File: src/rtl/bp_fe_queue_ckpt_pkg.sv
// bp_fe_queue_ckpt_pkg: default geometry for the FE-queue checkpoint buffer.
// The packet width stands in for the fe_queue_width_lp that the processor config would supply.
package bp_fe_queue_ckpt_pkg;

  localparam int fe_queue_width_gp = 64;
  localparam int fe_queue_els_gp   = 8;

endpackage

File: src/rtl/bp_fe_queue_ckpt_mem.sv
// bp_fe_queue_ckpt_mem: els_p x width_p storage, one synchronous write port, one asynchronous read port.
// Storage is deliberately not reset; every read is qualified by pointer state in the parent.
module bp_fe_queue_ckpt_mem #(
  parameter int els_p   = 8,
  parameter int width_p = 64,
  localparam int addr_w = $clog2(els_p)
) (
  input  logic               clk_i,
  input  logic               w_v_i,
  input  logic [addr_w-1:0]  w_addr_i,
  input  logic [width_p-1:0] w_data_i,
  input  logic [addr_w-1:0]  r_addr_i,
  output logic [width_p-1:0] r_data_o
);

  logic [width_p-1:0] mem [els_p];

  // write the enqueued packet into its slot
  always_ff @(posedge clk_i) begin
    if (w_v_i) mem[w_addr_i] <= w_data_i;
  end

  assign r_data_o = mem[r_addr_i];

endmodule

File: src/rtl/bp_fe_queue_ckpt.sv
// bp_fe_queue_ckpt: FE-queue buffer with speculative read (rptr), commit (cptr) and enqueue (wptr)
// pointers. The back end consumes with yumi, commits with deq, replays from the commit point with
// roll and flushes with clr. Slots are only reused after commit, so a replay re-presents identical
// packets.
// Build option: BP_FE_QUEUE_BYPASS_EN forwards fe_queue_i straight to fe_queue_o when the queue has
// no unread entry and an enqueue fires (zero-latency); without it the latency is one cycle.
module bp_fe_queue_ckpt
  import bp_fe_queue_ckpt_pkg::*;
#(
  parameter int els_p   = fe_queue_els_gp,
  parameter int width_p = fe_queue_width_gp
) (
  input  logic               clk_i,
  input  logic               reset_n_i,
  input  logic [width_p-1:0] fe_queue_i,
  input  logic               fe_queue_v_i,
  output logic               fe_queue_ready_o,
  output logic [width_p-1:0] fe_queue_o,
  output logic               fe_queue_v_o,
  input  logic               fe_queue_yumi_i,
  input  logic               fe_queue_deq_i,
  input  logic               fe_queue_roll_i,
  input  logic               fe_queue_clr_i
);

  // One extra wrap bit per pointer separates full from empty.
  localparam int ptr_w  = $clog2(els_p) + 1;
  localparam int addr_w = ptr_w - 1;

  logic [ptr_w-1:0]   wptr, rptr, cptr;
  logic [ptr_w-1:0]   cptr_next, occupancy;
  logic               live, full, enq, wr, unread;
  logic [width_p-1:0] rd_data;

  assign occupancy        = wptr - cptr;
  assign full             = (occupancy == ptr_w'(els_p));
  assign fe_queue_ready_o = live & ~full;
  assign enq              = fe_queue_v_i & fe_queue_ready_o;
  assign wr               = enq & ~fe_queue_clr_i;
  assign unread           = (rptr != wptr);
  assign cptr_next        = cptr + ptr_w'(fe_queue_deq_i);

  // ready stays low until the first clock after reset is released
  always_ff @(posedge clk_i or negedge reset_n_i) begin
    if (!reset_n_i) live <= 1'b0;
    else            live <= 1'b1;
  end

  // pointer update: clr empties the queue at wptr; roll beats yumi for rptr
  always_ff @(posedge clk_i or negedge reset_n_i) begin
    if (!reset_n_i) begin
      wptr <= '0;
      rptr <= '0;
      cptr <= '0;
    end else if (fe_queue_clr_i) begin
      rptr <= wptr;
      cptr <= wptr;
    end else begin
      if (enq) wptr <= wptr + ptr_w'(1);
      cptr <= cptr_next;
      if (fe_queue_roll_i)      rptr <= cptr_next;
      else if (fe_queue_yumi_i) rptr <= rptr + ptr_w'(1);
    end
  end

  bp_fe_queue_ckpt_mem #(
    .els_p   (els_p),
    .width_p (width_p)
  ) mem (
    .clk_i    (clk_i),
    .w_v_i    (wr),
    .w_addr_i (wptr[addr_w-1:0]),
    .w_data_i (fe_queue_i),
    .r_addr_i (rptr[addr_w-1:0]),
    .r_data_o (rd_data)
  );

  // output packet at rptr, forced to zero when nothing is unread
  always_comb begin
    fe_queue_v_o = unread;
    fe_queue_o   = unread ? rd_data : '0;
`ifdef BP_FE_QUEUE_BYPASS_EN
    if (wr && !unread) begin
      fe_queue_v_o = 1'b1;
      fe_queue_o   = fe_queue_i;
    end
`endif
  end

`ifndef SYNTHESIS
  a_yumi_valid: assert property (@(posedge clk_i) disable iff (!reset_n_i)
    fe_queue_yumi_i |-> fe_queue_v_o);
  a_deq_consumed: assert property (@(posedge clk_i) disable iff (!reset_n_i)
    (fe_queue_deq_i && !fe_queue_clr_i) |-> (cptr != rptr));
  a_no_overwrite: assert property (@(posedge clk_i) disable iff (!reset_n_i)
    wr |-> !full);
`endif

endmodule
File: config.mk
export PLATFORM = sky130hd
export DESIGN_NAME = bp_fe_queue_ckpt
export DESIGN_NICKNAME = d
export VERILOG_FILES = /design/src/rtl/bp_fe_queue_ckpt_pkg.sv /design/src/rtl/bp_fe_queue_ckpt_mem.sv /design/src/rtl/bp_fe_queue_ckpt.sv
export SDC_FILE = /design/constraint.sdc
export NUM_CORES = 1
export LEC_CHECK = 0
export BUFFER_PORTS_ARGS = -buffer_cell sky130_fd_sc_hd__buf_2
export CORE_MARGIN = 1
export CORE_UTILIZATION = 45
export DETAILED_ROUTE_END_ITERATION = 12
export GPL_ROUTABILITY_DRIVEN = 1
export GPL_TIMING_DRIVEN = 0
export SYNTH_ARGS = -nofsm -noshare
export SYNTH_HDL_FRONTEND = slang
export SYNTH_HIERARCHICAL = 1
export SYNTH_SLANG_ARGS = --single-unit
File: constraint.sdc
create_clock -name clk_i -period 12 [get_ports clk_i]
set_input_delay 1.2 -clock clk_i [delete_from_list [all_inputs] [get_ports clk_i]]
set_output_delay 1.2 -clock clk_i [all_outputs]
set_load 0.01 [all_outputs]
# After elaboration in Yosys (flattened, before gate mapping)
# Memory sizes are Yosys's and may differ from the RTL's.
# Index checks and enable logic that the tools add are counted.
[op_classes] addsub=4 eq_ne=2 muxes=7 bitwise=5 n_reduce_logical=2
[ops] op="2-to-1 mux 64 bit" count=1
[ops] op="2-to-1 mux 4 bit" count=4
[ops] op="adder 4 x 1 -> 4 bit, second input constant" count=2
[ops] op="adder 4 x 1 -> 4 bit" count=1
[ops] op="equality test 4 bit, second input constant" count=1
[ops] op="!= test 4 bit" count=1
[ops] op="subtractor 4 bit" count=1
[ops] op="bitwise AND 1 bit" count=3
[ops] op="nonzero test 3 bit" count=1
[ops] op="2-to-1 mux 1 bit" count=2
[ops] op="NOT 1 bit" count=2
[ops] op="AND reduction 2 bit" count=1
[totals] register_bits=13 mem_bits_rw=512 input_bits=71 out_inout_bits=66 mem_count=1
[mem_list] name="mem.mem" depth=8 width=64 rd=1 rd_ports_with_merged_regs=0 wr=1 line="bp_fe_queue_ckpt_mem.sv:16" rtl="logic [width_p-1:0] mem [els_p];"

# Longest topological paths before layout
[logic_depth] word_depth=8 ltp_mapped=8 mapped_depth_nobuf=8

# Cells and area by module
# Netlist, hierarchy kept.
[by_module_without_submodules] mod="bp_fe_queue_ckpt_mem" n_inst=1 cells_per_inst=752 area_each_um2=19266.0
[by_module_without_submodules] mod="bp_fe_queue_ckpt" n_inst=1 cells_per_inst=158 area_each_um2=1265.0

# Least setup slack after synthesis
# No wires, ideal clock.
[synth_path] kind="register -> register" from="reg wptr[2]" to="mem mem.mem[0][0], enable pin" arrival_time_ns=6.088 required_ns=11.435 slack_ns=5.347 path_stages_with_launch=8 path_buffers=0 synth_period_minus_slack_ns=6.653 path_cell_list="dfrtp_1 ha_1 and3b_4 o21ai_0 a211oi_2 nor3_2 nand2b_1 nor3_1"
[synth_via] elab_chain_cells=8
[synth_lines] item="start, declared" line="bp_fe_queue_ckpt.sv:30" rtl="logic [ptr_w-1:0] wptr, rptr, cptr;"
[synth_lines] item="start signal, assigned" line="bp_fe_queue_ckpt.sv:59" rtl="if (enq) wptr <= wptr + ptr_w'(1);"
[synth_lines] item="subtractor 4 bit" line="bp_fe_queue_ckpt.sv:35" rtl="assign occupancy = wptr - cptr;"
[synth_lines] item="equality test 4 bit" line="bp_fe_queue_ckpt.sv:36" rtl="assign full = (occupancy == ptr_w'(els_p));"
[synth_lines] item="NOT 1 bit" line="bp_fe_queue_ckpt.sv:37" rtl="assign fe_queue_ready_o = live & ~full;"
[synth_lines] item="bitwise AND 1 bit" line="bp_fe_queue_ckpt.sv:37"
[synth_lines] item="bitwise AND 1 bit" line="bp_fe_queue_ckpt.sv:38" rtl="assign enq = fe_queue_v_i & fe_queue_ready_o;"
[synth_lines] item="bitwise AND 1 bit" line="bp_fe_queue_ckpt.sv:39" rtl="assign wr = enq & ~fe_queue_clr_i;"
[synth_lines] item="net wr" line="bp_fe_queue_ckpt.sv:32" rtl="logic live, full, enq, wr, unread;"
[synth_lines] item="2-to-1 mux 1 bit" line="bp_fe_queue_ckpt_mem.sv:20" rtl="if (w_v_i) mem[w_addr_i] <= w_data_i;"
[synth_lines] item="2-to-1 mux 1 bit (implied by the code)" line="bp_fe_queue_ckpt_mem.sv:20"
[synth_lines] item="end, declared" line="bp_fe_queue_ckpt_mem.sv:16"
# The timed path passes the listed nets, and every way through them passes these cells.

# Final worst setup path
[layout_path] from="reg rptr[2]" to="out fe_queue_o[13]"
[layout_via] elab_chain_cells=2 word_cells_on_any_way=3 cone_classes="eq/ne (1); mux (1); memory (1)"
[layout_lines] item="start, declared" line="bp_fe_queue_ckpt.sv:30"
[layout_lines] item="start signal, assigned" line="bp_fe_queue_ckpt.sv:56" rtl="rptr <= wptr;"
[layout_lines] item="start signal, assigned" line="bp_fe_queue_ckpt.sv:61" rtl="if (fe_queue_roll_i) rptr <= cptr_next;"
[layout_lines] item="start signal, assigned" line="bp_fe_queue_ckpt.sv:62" rtl="else if (fe_queue_yumi_i) rptr <= rptr + ptr_w'(1);"
[layout_lines] item="memory read (8 x 64 bit)"
[layout_lines] item="net rd_data[13]" line="bp_fe_queue_ckpt.sv:33" rtl="logic [width_p-1:0] rd_data;"
[layout_lines] item="2-to-1 mux 64 bit" line="bp_fe_queue_ckpt.sv:81" rtl="fe_queue_o = unread ? rd_data : '0;"
[layout_lines] item="end, declared" line="bp_fe_queue_ckpt.sv:18" rtl="output logic [width_p-1:0] fe_queue_o,"
# The timed path passes the listed nets, and every way through them passes these cells.

==> results.json <==
{
  "status": "finished, final reports clean",
  "synthAdderAreaFrac_pct": 0.427,
  "synthMuxAreaShare_pct": 17.8,
  "max_freq_mhz": 232,
  "hold_viol": 0,
  "gp_congestion": 0.700,
  "p_leak_nw": 7.83,
  "synth_compound_area_share_pct": 0.421,
  "grt_overflow": 0,
  "worst-path-max-fanout": 10,
  "ant_nets": 0,
  "tightest_slew_ns": 0.909,
  "syn_inst": 910,
  "crit_type": "reg -> out",
  "synth_edf_count": 512,
  "setup-violations-final": 0,
  "grt_start_max_net_pins": 24,
  "synth_top_cells_by_area": "edfxtp_1 75%, mux4_2 14%, mux2_2 3.6%",
  "drtIter0Drc": 590,
  "first_pass_iters": 4,
  "yosys.cell_types.count": 33,
  "vias": 9531,
  "clock_skew_ns": 0.0110,
  "dieArea_mm2": 0.0465,
  "track_usage_pct": 18.8,
  "clock_path_buffers": 3,
  "period_needed_ns": 4.31,
  "fill_cells": 3452,
  "cts_tree": "done",
  "grt_pass1_vias": 10114,
  "async_reset_ff_share_pct": 2.48,
  "synthXorXnorAreaFrac_pct": 0.597,
  "required_ns": 10.80,
  "power_density_mw_per_mm2": 220,
  "placementRows": 77,
  "dp_hpwl_um": 26900,
  "cts_setup_buffers": 0,
  "finalCritPeriodShare_pct": 35.9,
  "synth.cell_area_mm2": 0.0205,
  "initial_utilization_pct": 46.0,
  "ios": 137,
  "syn-num-nets": 988,
  "cts_resized": 0,
  "routedWlPerCell_um": 24.1,
  "cts-hold-fix-buffers": 0,
  "synth.avg_cell_area_um2": 22.6,
  "tns_ns": 0,
  "arrival_ns": 3.11,
  "drc_errors": 0,
  "routed_via_density": 5.42,
  "clkTransAtPathRegs_ns": 0.06,
  "antenna_found_initial": 6,
  "clockRootBuffer": "clkbuf_16",
  "finalMaxSlewViolations": 0,
  "numCtsBuffers": 52,
  "die_x_um": 216,
  "fp.dieH_um": 216,
  "synth_top_family_by_area": "multiplexers",
  "endpoint_kind": "output pin",
  "synth_area_leader_cell": "edfxtp_1",
  "cap_violations": 0,
  "synth_flop_cell": "edfxtp_1",
  "syn_to_final_growth_pct": 17.1,
  "slew_headroom_pct": 39.3,
  "drt-total-wl_um": 42400,
  "nets": 1208,
  "whs_ns": 0.508,
  "synth_top_cell_area_share_pct": 74.9,
  "rsz0062_at_grt": "false",
  "yosysWarnings": 6,
  "synth_simple_gate_area_share_pct": 2.91,
  "hold_path_class": "in -> async",
  "cp-start-kind": "register",
  "synth-seq-cells": 525,
  "core_mm2": 0.0446,
  "htree_levels": 2,
  "worstSkewPairLatency_ns": 0.58,
  "grt_pass1_wl_um": 63900,
  "io_buffer_count": 135,
  "ys_seq_area_share_pct": 76.5,
  "ir_worst_vdd_v": 0.000121,
  "drive_above_1_share_pct": 39.0,
  "clock-sinks": 525
}
worst paths after layout:
| path | startpoint | end | slack, ns | depth (start not counted) |
|---|---|---|---|---|
| setup / recovery | rptr[2] | fe_queue_o[13] | 7.69 | 6 |
| hold / removal | reset_n_i | live | 0.51 | 1 |
| setup reg to reg | wptr[1] | mem/mem[4][24] | 8.38 | 10 |
| hold reg to reg | wptr[3] | rptr[3] | 0.64 | 2 |
| max in group asynchronous | reset_n_i | cptr[1] | 11.26 | 1 |
| min in group clk_i | wptr[3] | rptr[3] | 0.64 | 2 |
flip-flops by register name, summed over array words and instances, names as in the netlist:
signal / cells
cptr: 4
live: 1
mem/mem: 512
rptr: 4
wptr: 4
cell families after synthesis:
| family | count (synthesis) |
|---|---|
| AOI/OAI and AO/OA | 14 |
| DFF | 525 |
| other | 1 |
| adders and majority gates | 7 |
| muxes | 196 |
| xor gates and xnor gates | 14 |
| buffers and inverters | 49 |
| and+or+nand+nor | 104 |
report_power, final:
part | leakage, nW | internal (W) | switching, W
Sequential | 4.77 | 0.00211 | 0.0000480
Clock | 0.747 | 0.000844 | 0.000643
Combinational | 2.31 | 0.000802 | 0.000840
critical path: stages (launching register included):
cell and delay, ns:
dfrtp_1 0.43, buf_2 0.37, buf_1 0.68, mux4_2 0.41, mux2_2 0.33, and2_1 0.16, buf_2 0.13
cells in the mapped netlist (3+ instances only):
cell type    n
mux4_2     128
edfxtp_1   512
nand4_1      3
ha_1         7
nand2b_1     3
xnor2_1      9
inv_1        5
mux2_2      66
xor2_1       5
dfrtp_1     13
clkbuf_1    17
nor2_1      14
nand2_1     10
and2_1      64
nor3_1       4
o21ai_0      7
a21oi_1      4
buf_6       11
buf_1        9
buf_4        3
buf_2        4
placed cells by master, fill, tap and decap left out, types with 13 or more instances in the layout:
cell       synthesis  final
clkbuf_1          17     30
buf_6             11     26
clkbuf_16          0     53
and2_1            64     64
dfrtp_1           13     13
buf_2              4    139
clkinv_1           0     14
mux4_2           128    128
edfxtp_1         512    512
mux2_2            66     66
stage by stage:
stage               area (um^2)  total power, W  instances  setup WS (ns)  utilization (%)
floorplan                 20500         0.00327        910           5.35                -
global placement          21900         0.00385       1637          0.312             49.2
detailed placement        22500         0.00387       1668           8.22             50.5
CTS                       24000         0.00536       1757           7.60             53.9
global route              24000         0.00554       1757           7.50             53.9
finish                    24000         0.00528       1759           7.69             53.9
area by class of cell:
cell class | instances | area, um^2 | area share [%]
Sequential cell | 525 | 15700 | 65.3
Buffer | 44 | 264 | 1.10
Timing Repair Buffer | 166 | 1180 | 4.92
Multi-Input combinational cell | 336 | 4600 | 19.1
Inverter | 5 | 18.8 | 0.0781
Clock inverter | 23 | 151 | 0.630
Antenna cell | 2 | 5.00 | 0.0208
Tap cell | 592 | 741 | 3.08
Clock buffer | 66 | 1380 | 5.72
routing by layer:
layer | GRT usage (%) | wire length [um] | vias up
li1 | - | - | 4196
met5 | 0 | 51 | -
met3 | 3.48 | 2080 | 60
met2 | 30.1 | 20700 | 230
met4 | 5.77 | 846 | 8
met1 | 26.4 | 18700 | 5037
No activity file was read; power rests on OpenSTA's default activity.
